===== src/rtl/muldiv_seq_pkg.sv =====
// rtl/muldiv_seq_pkg.sv - op codes and sequencer state encoding for muldiv_seq
`timescale 1ns/1ps
package muldiv_seq_pkg;

    localparam logic [2:0] MD_MULT  = 3'd0;
    localparam logic [2:0] MD_MULTU = 3'd1;
    localparam logic [2:0] MD_DIV   = 3'd2;
    localparam logic [2:0] MD_DIVU  = 3'd3;
    localparam logic [2:0] MD_MTHI  = 3'd4;
    localparam logic [2:0] MD_MTLO  = 3'd5;

    typedef enum logic [1:0] {
        MDS_IDLE = 2'd0,
        MDS_RUN  = 2'd1,
        MDS_FIX  = 2'd2
    } md_state_t;

endpackage


===== src/rtl/muldiv_step.sv =====
// rtl/muldiv_step.sv - one combinational shift-add or restoring-divide iteration
`timescale 1ns/1ps
module muldiv_step #(
    parameter int WIDTH = 32
) (
    input  logic                 is_div,
    input  logic [2*WIDTH-1:0]   acc,
    input  logic [WIDTH-1:0]     opnd,
    output logic [2*WIDTH-1:0]   acc_nxt
);

    logic [WIDTH:0] sum;
    logic [WIDTH:0] shifted;
    logic [WIDTH:0] diff;

    // Multiply: acc = {partial, multiplier}, shifted right each step.
    // Divide:   acc = {remainder, dividend/quotient}, shifted left each step.
    always_comb begin
        sum     = {1'b0, acc[2*WIDTH-1:WIDTH]} + (acc[0] ? {1'b0, opnd} : '0);
        shifted = {acc[2*WIDTH-1:WIDTH], acc[WIDTH-1]};
        diff    = shifted - {1'b0, opnd};
        acc_nxt = {sum, acc[WIDTH-1:1]};
        if (is_div) begin
            if (!diff[WIDTH])
                acc_nxt = {diff[WIDTH-1:0], acc[WIDTH-2:0], 1'b1};
            else
                acc_nxt = {shifted[WIDTH-1:0], acc[WIDTH-2:0], 1'b0};
        end
    end

endmodule


===== src/rtl/muldiv_seq.sv =====
// rtl/muldiv_seq.sv - iterative MULT/MULTU/DIV/DIVU sequencer owning HI/LO
`timescale 1ns/1ps
module muldiv_seq
    import muldiv_seq_pkg::*;
#(
    parameter int WIDTH = 32
) (
    input  logic             clk,
    input  logic             rstn,
    input  logic             start,
    input  logic [2:0]       md_op,
    input  logic [WIDTH-1:0] A,
    input  logic [WIDTH-1:0] B,
    input  logic             flush,
    output logic             busy,
    output logic             done,
    output logic [WIDTH-1:0] hi,
    output logic [WIDTH-1:0] lo
);

    localparam int CW = $clog2(WIDTH) + 1;

    md_state_t            state;
    logic [CW-1:0]        cnt;
    logic                 is_div;
    logic                 neg_q;
    logic                 neg_r;
    logic [2*WIDTH-1:0]   acc;
    logic [2*WIDTH-1:0]   acc_nxt;
    logic [WIDTH-1:0]     opnd;

    logic                 signed_op;
    logic [WIDTH-1:0]     a_mag;
    logic [WIDTH-1:0]     b_mag;
    logic [2*WIDTH-1:0]   prod_fix;
    logic [WIDTH-1:0]     fix_hi;
    logic [WIDTH-1:0]     fix_lo;

    always_comb begin
        signed_op = (md_op == MD_MULT) || (md_op == MD_DIV);
        a_mag     = (signed_op && A[WIDTH-1]) ? -A : A;
        b_mag     = (signed_op && B[WIDTH-1]) ? -B : B;
    end

    // Sign correction applied on the way into HI/LO.
    always_comb begin
        prod_fix = neg_q ? -acc : acc;
        if (is_div) begin
            fix_lo = neg_q ? -acc[WIDTH-1:0] : acc[WIDTH-1:0];
            fix_hi = neg_r ? -acc[2*WIDTH-1:WIDTH] : acc[2*WIDTH-1:WIDTH];
        end else begin
            fix_lo = prod_fix[WIDTH-1:0];
            fix_hi = prod_fix[2*WIDTH-1:WIDTH];
        end
    end

    muldiv_step #(.WIDTH(WIDTH)) u_step (
        .is_div  (is_div),
        .acc     (acc),
        .opnd    (opnd),
        .acc_nxt (acc_nxt)
    );

    always_ff @(posedge clk or negedge rstn) begin
        if (!rstn) begin
            state  <= MDS_IDLE;
            cnt    <= '0;
            is_div <= 1'b0;
            neg_q  <= 1'b0;
            neg_r  <= 1'b0;
            acc    <= '0;
            opnd   <= '0;
            busy   <= 1'b0;
            done   <= 1'b0;
            hi     <= '0;
            lo     <= '0;
        end else begin
            done <= 1'b0;
            case (state)
                MDS_IDLE: begin
                    if (start && !flush) begin
                        case (md_op)
                            MD_MTHI: hi <= A;
                            MD_MTLO: lo <= A;
                            MD_MULT, MD_MULTU: begin
                                acc    <= {{WIDTH{1'b0}}, b_mag};
                                opnd   <= a_mag;
                                is_div <= 1'b0;
                                neg_q  <= signed_op && (A[WIDTH-1] ^ B[WIDTH-1]);
                                neg_r  <= 1'b0;
                                cnt    <= '0;
                                busy   <= 1'b1;
                                state  <= MDS_RUN;
                            end
                            MD_DIV, MD_DIVU: begin
                                is_div <= 1'b1;
                                busy   <= 1'b1;
                                cnt    <= '0;
                                if (B == '0) begin
                                    // Divide by zero skips the loop: HI=A, LO=all ones.
                                    acc   <= {A, {WIDTH{1'b1}}};
                                    neg_q <= 1'b0;
                                    neg_r <= 1'b0;
                                    state <= MDS_FIX;
                                end else begin
                                    acc   <= {{WIDTH{1'b0}}, a_mag};
                                    opnd  <= b_mag;
                                    neg_q <= signed_op && (A[WIDTH-1] ^ B[WIDTH-1]);
                                    neg_r <= signed_op && A[WIDTH-1];
                                    state <= MDS_RUN;
                                end
                            end
                            default: ;
                        endcase
                    end
                end
                MDS_RUN: begin
                    if (flush) begin
                        busy  <= 1'b0;
                        state <= MDS_IDLE;
                    end else begin
                        acc <= acc_nxt;
                        cnt <= cnt + CW'(1);
                        if (cnt == CW'(WIDTH - 1))
                            state <= MDS_FIX;
                    end
                end
                MDS_FIX: begin
                    busy  <= 1'b0;
                    state <= MDS_IDLE;
                    if (!flush) begin
                        hi   <= fix_hi;
                        lo   <= fix_lo;
                        done <= 1'b1;
                    end
                end
                default: begin
                    busy  <= 1'b0;
                    state <= MDS_IDLE;
                end
            endcase
        end
    end

endmodule


===== config.mk =====
export PLATFORM = sky130hd
export DESIGN_NAME = muldiv_seq
export DESIGN_NICKNAME = d
export VERILOG_FILES = /design/src/rtl/muldiv_seq_pkg.sv /design/src/rtl/muldiv_step.sv /design/src/rtl/muldiv_seq.sv
export SDC_FILE = /design/constraint.sdc
export NUM_CORES = 1
export LEC_CHECK = 0
export ABC_AREA = 0
export CAP_MARGIN = 40
export CELL_PAD_IN_SITES_DETAIL_PLACEMENT = 1
export CELL_PAD_IN_SITES_GLOBAL_PLACEMENT = 1
export CORE_ASPECT_RATIO = 1.4
export CORE_MARGIN = 4
export CORE_UTILIZATION = 54
export CTS_BUF_LIST = sky130_fd_sc_hd__clkbuf_4 sky130_fd_sc_hd__clkbuf_8
export CTS_CLUSTER_SIZE = 30
export DETAILED_ROUTE_END_ITERATION = 16
export DONT_BUFFER_PORTS = 1
export HOLD_SLACK_MARGIN = 0.05
export PLACE_DENSITY_LB_ADDON = 0.25
export SYNTH_ARGS = -nofsm -noshare
export SYNTH_HDL_FRONTEND = slang
export SYNTH_HIERARCHICAL = 1
export SYNTH_SLANG_ARGS = --single-unit

===== constraint.sdc =====
create_clock -name clk -period 5.6 [get_ports clk]
set_clock_uncertainty 0.1 [all_clocks]
set_input_delay 0.84 -clock clk [delete_from_list [all_inputs] [get_ports clk]]
set_output_delay 0.84 -clock clk [all_outputs]
set_load 0.02 [all_outputs]

# After elaboration in Yosys (flattened, before gate mapping)
# Cells that the tools add are included.
[word_totals]
output_inout_bits = 66
memories = 0
register_bits = 173
latch_bits = 0
mem_bits_rw = 0
mem_bits_ro = 0
[op_classes]
n_eq_ne = 18
n_mul = 0
add_sub_neg = 8
bitwise_logic = 1
reduce_logical = 23
div_mod_pow = 0
mux = 46
order_cmp = 0
shift = 0
[op_table]
columns = ["cell", "count"]
rows = [
  ["$mux W32", 14],
  ["$mux W64", 6],
  ["$pmux W64 S2", 2],
  ["$pmux W32 S2", 3],
  ["$neg A32 Y32", 4],
  ["$neg A64 Y64", 1],
  ["$add A32 B33 Y33", 1],
  ["$sub A33 B32 Y33", 1],
  ["$logic_not A32 Y1", 1],
  ["$reduce_and A4 Y1", 5],
  ["$mux W6", 3],
  ["$ne A2 B2 Y1 const B", 6],
  ["$pmux W6 S2", 1],
  ["$reduce_and A3 Y1", 3],
  ["$mux W2", 4],
  ["$pmux W1 S2", 4],
  ["$pmux W2 S2", 2],
  ["$mux W1", 7],
  ["$add A6 B1 Y6 const B", 1],
  ["$eq A3 B2 Y1 const B", 2],
  ["$eq A3 B3 Y1 const B", 2],
  ["$eq A6 B5 Y1 const B", 1],
  ["$reduce_bool A2 Y1", 3],
  ["$logic_and A1 B1 Y1", 4],
  ["13 further kinds", 15],
]

# Logic depth before layout (Yosys ltp)
# Gate-level depths: netlist of the first run.
[depth]
word_depth = 8
mapped_depth = 15
depth_no_buf = 14

# Cells and area by module
# Netlist of the first run, hierarchy kept.
[by_module_without_submodules]
columns = ["mod", "area_each_um2", "cells_per_inst", "seq_area_each_um2", "n_inst"]
rows = [
  ["muldiv_seq", 11303.3, 1366, 4329.2, 1],
  ["muldiv_step", 4590.7, 663, 0.0, 1],
]

# Least setup slack after synthesis of the first run
# No wires, ideal clock.
[synth_path]
kind = "reg2reg"
startpoint = "reg acc[0]"
endpoint = "reg acc[60]"
path_buffers = 1
t_arrival_ns = 3.067
setup_slack_ns = 2.307
stages_incl_launch_ff = 15
setup_ns = 0.126
cell_sequence = "dfrtp_1 > clkbuf_1 > and2_1 > ha_1 > a211oi_1 > o211ai_1 > a21oi_2 > a21oi_1 > a2111oi_4 > nor3_1 > a211oi_1 > xor2_1 > a22oi_1 > a221oi_1 > nor2_1"
[synth_between]
elab_chain_cells = 5
[synth_rtl]
columns = ["item", "line_no", "source"]
rows = [
  ["start: declaration", "muldiv_seq.sv:28", "logic [2*WIDTH-1:0] acc;"],
  ["start signal: assignment", "muldiv_seq.sv:86", "acc <= {{WIDTH{1'b0}}, b_mag};"],
  ["start signal: assignment", "muldiv_seq.sv:101", "acc <= {A, {WIDTH{1'b1}}};"],
  ["start signal: assignment", "muldiv_seq.sv:106", "acc <= {{WIDTH{1'b0}}, a_mag};"],
  ["$mux W32", "muldiv_step.sv:19", "sum = {1'b0, acc[2*WIDTH-1:WIDTH]} + (acc[0] ? {1'b0, opnd} : '0);"],
  ["$add A32 B33 Y33", "muldiv_step.sv:19", ""],
  ["$mux W64", "muldiv_step.sv:23", "if (is_div) begin"],
  ["net acc_nxt[60]", "muldiv_seq.sv:29", "logic [2*WIDTH-1:0] acc_nxt;"],
  ["$mux W64", "muldiv_seq.sv:118", "if (flush) begin"],
  ["$pmux W64 S2", "muldiv_seq.sv:79", "case (state)"],
]
# The timed path passes the listed nets, and every way through them passes these cells. The select of a mux whose other input is x is not followed.
# A chain may end at the register's enable or synchronous reset.

# Worst setup path after layout of the first run
[layout_path]
startpoint = "reg acc[0]"
endpoint = "reg acc[57]"
# Same word-level chain as after synthesis.

==> results of run 1 <==
[flip-flops by register name (all words and copies together), names as in the netlist]
name    cells
cnt         6
neg_r       1
is_div      1
neg_q       1
opnd       32
acc        64
done        1
busy        1
state       2
lo         32
hi         32
[final cells by class]
type,instances,area [um^2],share of cell area (%)
Antenna cell,4,10.0,0.0600
Sequential cell,173,4330,26.0
Multi-Input combinational cell,1670,10900,65.3
Inverter,61,229,1.37
Tap cell,380,475,2.85
Timing Repair Buffer,35,339,2.03
Clock buffer,17,234,1.40
Clock inverter,15,170,1.02
[final timing paths]
check | to | slack [ps] | from
setup / recovery | acc[57]$_DFFE_PN0P_ | 870 | acc[0]$_DFFE_PN0P_
hold / removal | acc[56]$_DFFE_PN0P_ | 90 | rstn
setup reg to reg | acc[57]$_DFFE_PN0P_ | 870 | acc[0]$_DFFE_PN0P_
hold reg to reg | cnt[0]$_DFFE_PN0P_ | 440 | cnt[0]$_DFFE_PN0P_
max in group asynchronous | is_div$_DFFE_PN0P_ | 4330 | rstn
min in group clk | busy$_DFFE_PN0P_ | 310 | flush
[worst register-to-register path: stages, from the launching register on]
cell       delay [ps]
dfrtp_1           860
buf_4             360
and2_1            230
fa_1              250
a21oi_1           150
o2111ai_1         350
nand3_1           230
o21ai_0           650
nor3b_1           550
a21boi_0          210
xor2_1            210
a22oi_1           120
a221oi_1          280
nor2_1             60
[metal layers]
layer	up-vias	share of wire, %	wire, um	global-route usage [%]
met2	901	47	33100	70.8
met4	2	11	7500	37.3
met3	344	8.0	5650	9.90
met5	-	0.013	9	0
li1	7241	-	-	-
met1	8341	35	24800	47.4
[synth_stat cells, types with 5 or more instances]
cell | instances | area (um^2)
a211oi_1 | 17 | 128
a21boi_0 | 5 | 37.5
a21o_1 | 36 | 270
a21oi_1 | 149 | 746
a221o_1 | 11 | 110
a221oi_1 | 41 | 359
a22oi_1 | 8 | 60.1
a31oi_1 | 32 | 200
and2_1 | 41 | 257
and3_1 | 19 | 119
buf_1 | 6 | 22.5
buf_2 | 13 | 65.1
clkbuf_1 | 101 | 379
dfrtp_1 | 173 | 4330
ha_1 | 69 | 863
inv_1 | 60 | 225
mux2_2 | 43 | 484
mux2i_1 | 33 | 330
nand2_1 | 220 | 826
nand2b_1 | 17 | 106
nand3_1 | 63 | 315
nand4_1 | 15 | 93.8
nor2_1 | 224 | 841
nor2b_1 | 15 | 93.8
nor3_1 | 42 | 210
nor4_1 | 28 | 175
o211ai_1 | 11 | 82.6
o21a_1 | 12 | 90.1
o21ai_0 | 121 | 606
o21ai_1 | 6 | 30.0
o21bai_1 | 8 | 60.1
o221ai_1 | 22 | 193
o22ai_1 | 24 | 150
o31ai_1 | 29 | 218
o41ai_1 | 10 | 87.6
or2_2 | 12 | 75.1
or3_1 | 12 | 75.1
or4_1 | 16 | 120
xnor2_1 | 98 | 858
xor2_1 | 78 | 683
[power by group]
part / switching (mW) / leakage (nW) / internal, mW
combinational: 2.37 / 4.55 / 1.58
clock: 0.616 / 0.201 / 0.340
sequential: 0.786 / 2.13 / 1.53
total: 3.78 / 6.88 / 3.45
[cell families after synthesis]
family | count (synthesis) | share of synthesized area (%)
compound gates | 585 | 24.4
simple gates | 760 | 23.0
xor+xnor | 178 | 9.97
mux | 76 | 5.12
flops | 173 | 27.2
fa+ha+maj | 71 | 5.68
buf+inv | 186 | 4.61
[repair_timing]
item / CTS / global route
hold endpoints to repair: 173 / 0
hold buffers: 1 / 0
buffers inserted: 0 / 0
[placed cells by master (no fill, tap or decap), types with 13 or more instances in the layout]
master	count
a211oi_1	17
a21o_1	36
a21oi_1	149
a221oi_1	41
a31oi_1	32
and2_1	41
and3_1	19
buf_4	30
clkbuf_8	17
dfrtp_1	172
ha_1	69
inv_1	60
mux2_2	43
mux2i_1	33
nand2_1	220
nand2b_1	16
nand3_1	63
nand4_1	15
nor2_1	223
nor2b_1	13
nor3_1	41
nor4_1	28
o21ai_0	121
o221ai_1	22
o22ai_1	24
o31ai_1	29
or4_1	16
xnor2_1	98
xor2_1	78
==> results by group, run 1 <==
Outcome
  – Status: finished, final reports clean

Critical path
  – CP bufs+invs: 1
  – Worst Setup End Kind: flip-flop
  – WP data required: 5940 ps
  – Slowest cell on crit path: dfrtp_1
  – WP depth: 13
  – Crit path cell chain: buf_4 -> and2_1 -> fa_1 -> a21oi_1 -> o2111ai_1 -> nand3_1 -> o21ai_0 -> nor3b_1 -> a21boi_0 -> xor2_1 -> a22oi_1 -> a221oi_1 -> nor2_1
  – CP arrival: 5060 ps
  – Delay-heaviest family, CP: compound AO/OA/AOI/OAI gates
  – Crit-path max FO: 20
  – Worst R2R Path Depth: 13
  – CP max stage delay: approximately 860 ps
  – CP Launch Type: flip-flop
  – Worst setup path class: flip-flop to flip-flop

Routing
  – WL per Instance: 30.2 um
  – Router iterations before antenna repair: 7
  – DRC Markers: 0
  – Routed via count: 16829
  – Via density: 7.15
  – First DRT Iteration DRCs: 1619
  – Post-DRT Antenna Nets: 0
  – Detailed Route WL: 71100 um

Cells and area
  – Filler cell count: roughly 3700
  – Final Instance Count excl. Fillers: 2355
  – Net count reported at finish: 2100
  – Area grow syn2layout: 4.98%
  – Post-route cell area: 0.0167 mm^2
  – Final core utilization: 57.4%
  – Share of layout cells above drive strength 1: 8.07%

Clocking
  – CTS root buffer: clkbuf_8
  – TritonCTS Buffers: 17
  – CTS tree: yes
  – Sink Count: ~170
  – H-Tree Depth: 4
  – Clock buffer depth: 2
  – Post-cts resize count: 0
  – Worst-skew pair later-pin latency: 530 ps
  – Worst-path clk slew: 120 ps

Synthesis
  – Synth cell types: a little under 90
  – Avg Cell Area, Syn: 7.83 um^2
  – Post-synth top flop: dfrtp_1
  – Seq/Total Area, Yosys: between 20% and 30%
  – Mapped Cells: 2029
  – Post-synthesis register bit count: around 170
  – Post-synth EDFFs: 0
  – Post-Syn Nets: between 2000 and 2500
  – Ys async rst share: 100%
  – Syn Std Cell Area: 0.0159 mm^2
  – Yosys Warn Count: 6

STA
  – Setup TNS: 0 ps
  – Final cycle utilization of the critical path: 84.4%
  – Worst Setup Slack, final: 875 ps
  – Max Clk Rate: ~210 MHz
  – Fin crit period: 4730 ps
  – Slew headroom: 25.5%
  – Fin Hold WS: 89.8 ps
  – RSZ-0062 raised after global routing: false
  – Final Setup Violations: 0
  – Slew Limit Fails: 0
  – Fin. Hold Viols: 0
  – Worst-Margin Slew: 1120 ps

Placement
  – Placed cell area: between 0.015 and 0.02 mm^2
  – DP Cell Count: 2318
  – Routability Congestion: 1.06
  – Pre-CTS worst setup slack: 1120 ps
  – IO buf count: 0
  – Dpl hpwl: between 50000 and 60000 um

Power and ir drop
  – Peak supply drop: 0.232 mV
  – Power per Cell Area: 433 mW/mm^2
  – Static Leak: 6.88 nW
  – Total Power: 7.23 mW

Hold path
  – Class of the worst hold path: primary input to asynchronous set/reset pin

Global route
  – Vias in the first global route: around 17000
  – GR Util All Layers: between 40% and 50%
  – Largest net degree at the start of global routing: around 170
  – Initial antenna violation count: 3
  – Grt total ovfl: 0
  – First-pass GRT wire length: 107000 um

Floorplan
  – FP Rows: 74
  – Io pins: 137
  – Initial Util: 54.7%
  – Die area: 0.0323 mm^2
  – Core Area: 0.0291 mm^2
  – Die Ht: 211 um
  – Chip width: 153 um

Flow run
  – Max Cap Viol: 0
No activity file was read; power rests on OpenSTA's default activity.
==> inputs of run 2 (changes only) <==
--- a/config.mk
+++ b/config.mk
@@ -11,7 +11,7 @@
 export CELL_PAD_IN_SITES_GLOBAL_PLACEMENT = 1
 export CORE_ASPECT_RATIO = 1.4
 export CORE_MARGIN = 4
-export CORE_UTILIZATION = 54
+export CORE_UTILIZATION = 45
 export CTS_BUF_LIST = sky130_fd_sc_hd__clkbuf_4 sky130_fd_sc_hd__clkbuf_8
 export CTS_CLUSTER_SIZE = 30
 export DETAILED_ROUTE_END_ITERATION = 16
==> constraint.sdc (replaced) <==
create_clock -name clk -period 4.15 [get_ports clk]
set_clock_uncertainty 0.1 [all_clocks]
set_input_delay 0.6225 -clock clk [delete_from_list [all_inputs] [get_ports clk]]
set_output_delay 0.6225 -clock clk [all_outputs]
set_load 0.02 [all_outputs]
==> results by group, run 2 (synthesized netlist as in run 1, its figures left out) <==
Clocking
  – CTS root buffer: clkbuf_8 (unchanged)
  – TritonCTS Buffers: 17 (unchanged)
  – Post-cts resize count: 0 (unchanged)
  – CTS tree: yes (unchanged)
  – Clock buffer depth: 2 (unchanged)
  – Sink Count: 173 (unchanged)
  – Post-CTS setup buffers: 0 (unchanged)
  – Worst-skew pair later-pin latency: 540 ps (was 530 ps)
  – H-Tree Depth: 4 (unchanged)
  – Worst-path clk slew: 130 ps (was 120 ps)

STA
  – Slew Limit Fails: 0 (unchanged)
  – Final cycle utilization of the critical path: 98.6% (was 84.4%)
  – Max Clk Rate: 244 MHz (was 212 MHz)
  – Fin. Hold Viols: 173 (was 0)
  – Fin Hold WS: -336 ps (was 89.8 ps)
  – Worst-Margin Slew: 848 ps (was 1120 ps)
  – Setup TNS: 0 ps (unchanged)
  – Final Setup Violations: 0 (unchanged)
  – Fin crit period: 4090 ps (was 4730 ps)
  – RSZ-0062 raised after global routing: false (unchanged)
  – Slew headroom: 42.9% (was 25.5%)

Floorplan
  – Core Area: 0.0349 mm^2 (was 0.0291 mm^2)
  – Chip width: 167 um (was 153 um)
  – FP Rows: 81 (was 74)
  – Die Ht: 230 um (was 211 um)
  – Die area: 0.0384 mm^2 (was 0.0323 mm^2)
  – Io pins: 137 (unchanged)
  – Initial Util: 45.6% (was 54.7%)

Critical path
  – R2R Path End: acc[55]$_DFFE_PN0P_ (was acc[57]$_DFFE_PN0P_)
  – FF-to-FF Start: acc[0]$_DFFE_PN0P_ (unchanged)
  – WP data required: 4490 ps (was 5940 ps)
  – R2R Setup Slk: 60 ps (was 870 ps)
  – Worst Setup End Kind: flip-flop (unchanged)
  – Worst Setup EP: acc[55]$_DFFE_PN0P_ (was acc[57]$_DFFE_PN0P_)
  – CP Launch Point: acc[0]$_DFFE_PN0P_ (unchanged)
  – Crit-path max FO: 13 (was 20)
  – CP arrival: 4430 ps (was 5060 ps)
  – Worst setup path class: flip-flop to flip-flop (unchanged)
  – CP Launch Type: flip-flop (unchanged)
  – Worst R2R Path Depth: 15 (was 13)

Routing
  – First DRT Iteration DRCs: 1469 (was 1619)
  – Via density: 6.78 (was 7.15)
  – Routed via count: 16887 (was 16829)
  – WL per Instance: 30.3 um (was 30.2 um)
  – Detailed Route WL: 75500 um (was 71100 um)
  – Router iterations before antenna repair: 6 (was 7)
  – Post-DRT Antenna Nets: 0 (unchanged)
  – DRC Markers: 0 (unchanged)

Global route
  – Initial antenna violation count: 4 (was 3)
  – GR Util All Layers: 38.3% (was 43.3%)
  – Largest net degree at the start of global routing: 174 (unchanged)
  – First-pass GRT wire length: 112000 um (was 107000 um)
  – Vias in the first global route: 17528 (was 17441)
  – Grt total ovfl: 0 (unchanged)

Hold path
  – Class of the worst hold path: primary input to asynchronous set/reset pin (unchanged)

Placement
  – IO buf count: 0 (unchanged)
  – Dpl hpwl: 58500 um (was 53700 um)
  – Routability Congestion: 1.01 (was 1.06)

Power and ir drop
  – Peak supply drop: 0.748 mV (was 0.232 mV)
  – Power per Cell Area: 581 mW/mm^2 (was 433 mW/mm^2)
  – Static Leak: 7.18 nW (was 6.88 nW)
  – Total Power: 10.0 mW (was 7.23 mW)

Outcome
  – Status: finished, violations left (was finished, final reports clean)
  – Failing checks: hold timing

Cells and area
  – Max reg flops: 64 (unchanged)
  – Biggest register: acc (unchanged)
  – Net count reported at finish: 2164 (was 2100)
  – Area grow syn2layout: 8.38% (was 4.98%)
  – Highest-count cells in the layout ignoring fill and taps: nor2_1, nand2_1, dfrtp_1 (unchanged)
  – Most common cell after layout, fill and taps aside: nor2_1 (unchanged)
  – Share of layout cells above drive strength 1: 11.0% (was 8.07%)

Flow run
  – Max Cap Viol: 0 (unchanged)
run 2: cell count changes in the layout (fill, tap and decap cells not counted), moves of 2 or more:
cell	change
buf_12	+2
clkinv_8	+2
buf_4	+66
diode_2	-3
clkinv_4	+2
inv_6	-3
buf_16	-3
run 2: cell type report:
cell class	instances	area, um^2
fill	4357	17600
multi-input combinational	1670	10900
sequential	173	4330
timing repair buffer	99	781
tap	456	571
clock buffer	17	234
inverter	61	229
clock inverter	15	191
antenna	1	2.50
run 2: per-layer routing:
| layer | vias up | GRT usage (%) | wire, um |
|---|---|---|---|
| li1 | 7364 | - | - |
| met3 | 305 | 5.86 | 4410 |
| met4 | 8 | 32.5 | 8010 |
| met1 | 8441 | 43.0 | 27500 |
| met2 | 769 | 63.5 | 35600 |
| met5 | - | 0 | 55 |
run 2: worst min path at each step:
stage,start,endpoint,depth (start not counted)
2_1_floorplan,rstn,acc[0]$_DFFE_PN0P_,0
3_3_place_gp,rstn,done$_DFF_PN0_,0
3_5_place_dp,rstn,acc[59]$_DFFE_PN0P_,0
4_1_cts,rstn,acc[58]$_DFFE_PN0P_,0
5_1_grt,rstn,lo[11]$_DFFE_PN0P_,0
6_report,rstn,acc[59]$_DFFE_PN0P_,0
run 2: critical path, stage by stage, from the launching register on:
cell and delay [ps]:
dfrtp_1 510, buf_12 200, and2_1 140, ha_1 380, a21oi_1 150, a32oi_1 340, nand3_1 200, o21ai_0 710
nor3b_1 280, buf_4 170, a21oi_1 70, xor2_1 210, buf_4 140, mux2i_1 60, a221oi_1 280, nor2_1 60
run 2: where the power goes:
part / leakage, nW / internal (mW) / switching [mW]
registers: 2.13 / 2.07 / 0.857
clock network: 0.210 / 0.468 / 0.859
logic: 4.84 / 2.30 / 3.45
total: 7.18 / 4.84 / 5.16
run 2: stage by stage:
stage | area (um^2) | std cells | hold slack, ps | setup slack (ps) | util, %
after global placement | 16800 | 2457 | 233 | 305 | 48.1
after detailed placement | 16800 | 2459 | 231 | 206 | 48.2
final | 17200 | 2492 | -336 | 58.6 | 49.4
after CTS | 17200 | 2491 | -360 | 191 | 49.4
after global routing | 17200 | 2492 | -361 | 17.4 | 49.4
after floorplan | 15900 | 2029 | 227 | 857 | -
==> inputs of run 3 (changes only) <==
--- a/config.mk
+++ b/config.mk
@@ -18,6 +18,7 @@
 export DONT_BUFFER_PORTS = 1
 export HOLD_SLACK_MARGIN = 0.05
 export PLACE_DENSITY_LB_ADDON = 0.25
+export SETUP_SLACK_MARGIN = 0.4
 export SYNTH_ARGS = -nofsm -noshare
 export SYNTH_HDL_FRONTEND = slang
 export SYNTH_HIERARCHICAL = 1
==> results by group, run 3 (synthesized netlist as in run 1, its figures left out) <==
Outcome
  – Status: finished, violations left (unchanged)
  – Failing checks: hold timing (unchanged)

Routing
  – DRC Markers: 0 (unchanged)
  – Routed via count: 17133 (was 16887)
  – First DRT Iteration DRCs: 1505 (was 1469)
  – Via density: 6.83 (was 6.78)
  – Detailed Route WL: 76600 um (was 75500 um)
  – WL per Instance: 30.5 um (was 30.3 um)
  – Router iterations before antenna repair: 5 (was 6)
  – Post-DRT Antenna Nets: 0 (unchanged)

Floorplan
  – Die area: 0.0384 mm^2 (unchanged)
  – Chip width: 167 um (unchanged)
  – FP Rows: 81 (unchanged)
  – Initial Util: 45.6% (unchanged)
  – Core Area: 0.0349 mm^2 (unchanged)
  – Io pins: 137 (unchanged)
  – Die Ht: 230 um (unchanged)

Clocking
  – H-Tree Depth: 4 (unchanged)
  – TritonCTS Buffers: 17 (unchanged)
  – Worst-skew pair later-pin latency: 540 ps (about the same)
  – Worst-path clk slew: 130 ps (about the same)
  – Sink Count: 173 (unchanged)
  – CTS tree: yes (unchanged)
  – CTS root buffer: clkbuf_8 (unchanged)
  – Clock buffer depth: 2 (unchanged)

Placement
  – Pre-CTS worst setup slack: 206 ps (unchanged)
  – Routability Congestion: 1.01 (unchanged)
  – IO buf count: 0 (unchanged)
  – Dpl hpwl: 58500 um (unchanged)

Hold path
  – Class of the worst hold path: primary input to asynchronous set/reset pin (unchanged)

Cells and area
  – Most common cell after layout, fill and taps aside: nor2_1 (unchanged)
  – Multi-input logic area: 0.0110 mm^2 (was 0.0109 mm^2)
  – Highest-count cells in the layout ignoring fill and taps: nor2_1, nand2_1, dfrtp_1 (unchanged)
  – Net count reported at finish: 2179 (was 2164)
  – Reg area: 0.00434 mm^2 (was 0.00433 mm^2)
  – Area grow syn2layout: 10.5% (was 8.38%)
  – Share of layout cells above drive strength 1: 12.9% (was 11.0%)
  – Max reg flops: 64 (unchanged)
  – Biggest register: acc (unchanged)
  – Filler cell count: 4326 (was 4357)

STA
  – Setup TNS: 0 ps (unchanged)
  – Slew headroom: 43.8% (was 42.9%)
  – Final cycle utilization of the critical path: 88.8% (was 98.6%)
  – Worst Setup Slack, final: 467 ps (was 58.6 ps)
  – Final Setup Violations: 0 (unchanged)
  – Worst-Margin Slew: 843 ps (was 848 ps)
  – Fin Hold WS: -340 ps (was -336 ps)
  – Fin crit period: 3680 ps (was 4090 ps)
  – Slew Limit Fails: 0 (unchanged)
  – Max Clk Rate: 271 MHz (was 244 MHz)
  – RSZ-0062 raised after global routing: true (was false)
  – Fin. Hold Viols: 173 (unchanged)

Power and ir drop
  – Peak supply drop: 0.535 mV (was 0.748 mV)
  – Power per Cell Area: 597 mW/mm^2 (was 581 mW/mm^2)
  – Static Leak: 7.30 nW (was 7.18 nW)

Critical path
  – Critical path's most frequent cell: a21oi_1
  – Worst Setup End Kind: flip-flop (unchanged)
  – CP max stage delay: 590 ps (was 710 ps)
  – Worst setup path class: flip-flop to flip-flop (unchanged)
  – CP bufs+invs: 2 (was 3)
  – Crit path cell chain: ha_2 -> a21oi_1 -> o211ai_1 -> nor4_2 -> o21ai_4 -> a31oi_4 -> a21oi_4 -> buf_12 -> xnor2_4 -> buf_6 -> a21oi_1 -> a21oi_1 -> a22oi_1 (was buf_12 -> and2_1 -> ha_1 -> a21oi_1 -> a32oi_1 -> nand3_1 -> o21ai_0 -> nor3b_1 -> buf_4 -> a21oi_1 -> xor2_1 -> buf_4 -> mux2i_1 -> a221oi_1 -> nor2_1)
  – Crit-path max FO: 19 (was 13)
  – CP arrival: 3950 ps (was 4430 ps)
  – CP Launch Point: acc[50]$_DFFE_PN0P_ (was acc[0]$_DFFE_PN0P_)
  – CP Launch Type: flip-flop (unchanged)
  – WP depth: 13 (was 15)
  – Slowest cell on crit path: dfrtp_1 (was o21ai_0)
  – Worst R2R Path Depth: 13 (was 15)
  – Delay-heaviest family, CP: compound AO/OA/AOI/OAI gates (unchanged)
  – FF-to-FF Start: acc[50]$_DFFE_PN0P_ (was acc[0]$_DFFE_PN0P_)
  – WP data required: 4420 ps (was 4490 ps)

Global route
  – GR Util All Layers: 38.3% (about the same)
  – First-pass GRT wire length: 112000 um (about the same)
  – Grt total ovfl: 0 (unchanged)
  – Vias in the first global route: 17552 (was 17528)
  – Largest net degree at the start of global routing: 174 (unchanged)
  – Initial antenna violation count: 4 (unchanged)

Flow run
  – Max Cap Viol: 0 (unchanged)
==> run 3: cell types whose count changed in the layout (fill, tap and decap cells not counted), moves of 2 or more <==
| cell | delta |
|---|---|
| buf_4 | +10 |
| ha_1 | -5 |
| a21oi_1 | -4 |
| a221oi_1 | -4 |
| ha_2 | +4 |
| a221oi_2 | +3 |
| dfrtp_1 | -3 |
| dfrtp_2 | +3 |
| o21ai_0 | -3 |
| a21oi_2 | +2 |
| a21oi_4 | +2 |
| buf_12 | +2 |
| clkbuf_16 | +2 |
==> run 3: what timing repair did <==
action	CTS	global route
buffers inserted	1	12
endpoints found under the hold margin	173	173
pin swaps	0	13
gates cloned	0	2
endpoints found under the setup margin	9	39
gates resized for setup	2	35
==> run 3: area by class of cell <==
cell class                 instances  area share, %
inverter                          61           1.30
antenna                            2         0.0285
multi-input combinational       1670           62.9
sequential                       173           24.7
tap                              456           3.25
timing repair buffer             114           5.45
clock inverter                    15           1.09
clock buffer                      17           1.33
==> run 3: power by group <==
group          internal, mW  switching, mW  total, mW
logic                  2.58           3.64       6.22
registers              2.08          0.859       2.94
clock network         0.468          0.862       1.33
total                  5.12           5.37       10.5
==> run 3: final timing paths <==
check / to / slack, ps
max reg2reg: acc[0]$_DFFE_PN0P_ / 470
max: acc[0]$_DFFE_PN0P_ / 470
min: lo[9]$_DFFE_PN0P_ / -340
max in group asynchronous: acc[0]$_DFFE_PN0P_ / 3950
min in group clk: busy$_DFFE_PN0P_ / 70
min reg2reg: opnd[0]$_DFFE_PN0P_ / 450
==> run 3: worst register-to-register path, cell delays in order (launching register included) <==
cell	delay (ps)
dfrtp_1	590
ha_2	400
a21oi_1	170
o211ai_1	130
nor4_2	400
o21ai_4	160
a31oi_4	230
a21oi_4	120
buf_12	150
xnor2_4	160
buf_6	230
a21oi_1	190
a21oi_1	80
a22oi_1	430
==> run 3: per-layer routing <==
metal  vias to the layer above  GRT usage (%)  part of all wire (%)
li1                       7395              -                     -
met1                      8603           42.9                    36
met2                       819           63.5                    47
met3                       310           6.03                   6.1
met4                         6           32.5                    10
met5                         -              0                 0.044
==> run 3: through the flow <==
stage	cells	area, um^2	total power [mW]	util [%]	hold WS [ps]
2_1_floorplan	2029	15900	6.52	-	227
3_3_place_gp	2457	16800	8.38	48.1	233
5_1_grt	2507	17600	11.0	50.4	-360
3_5_place_dp	2459	16800	8.52	48.2	231
6_report	2508	17600	10.5	50.4	-340
4_1_cts	2492	17200	9.90	49.4	-360
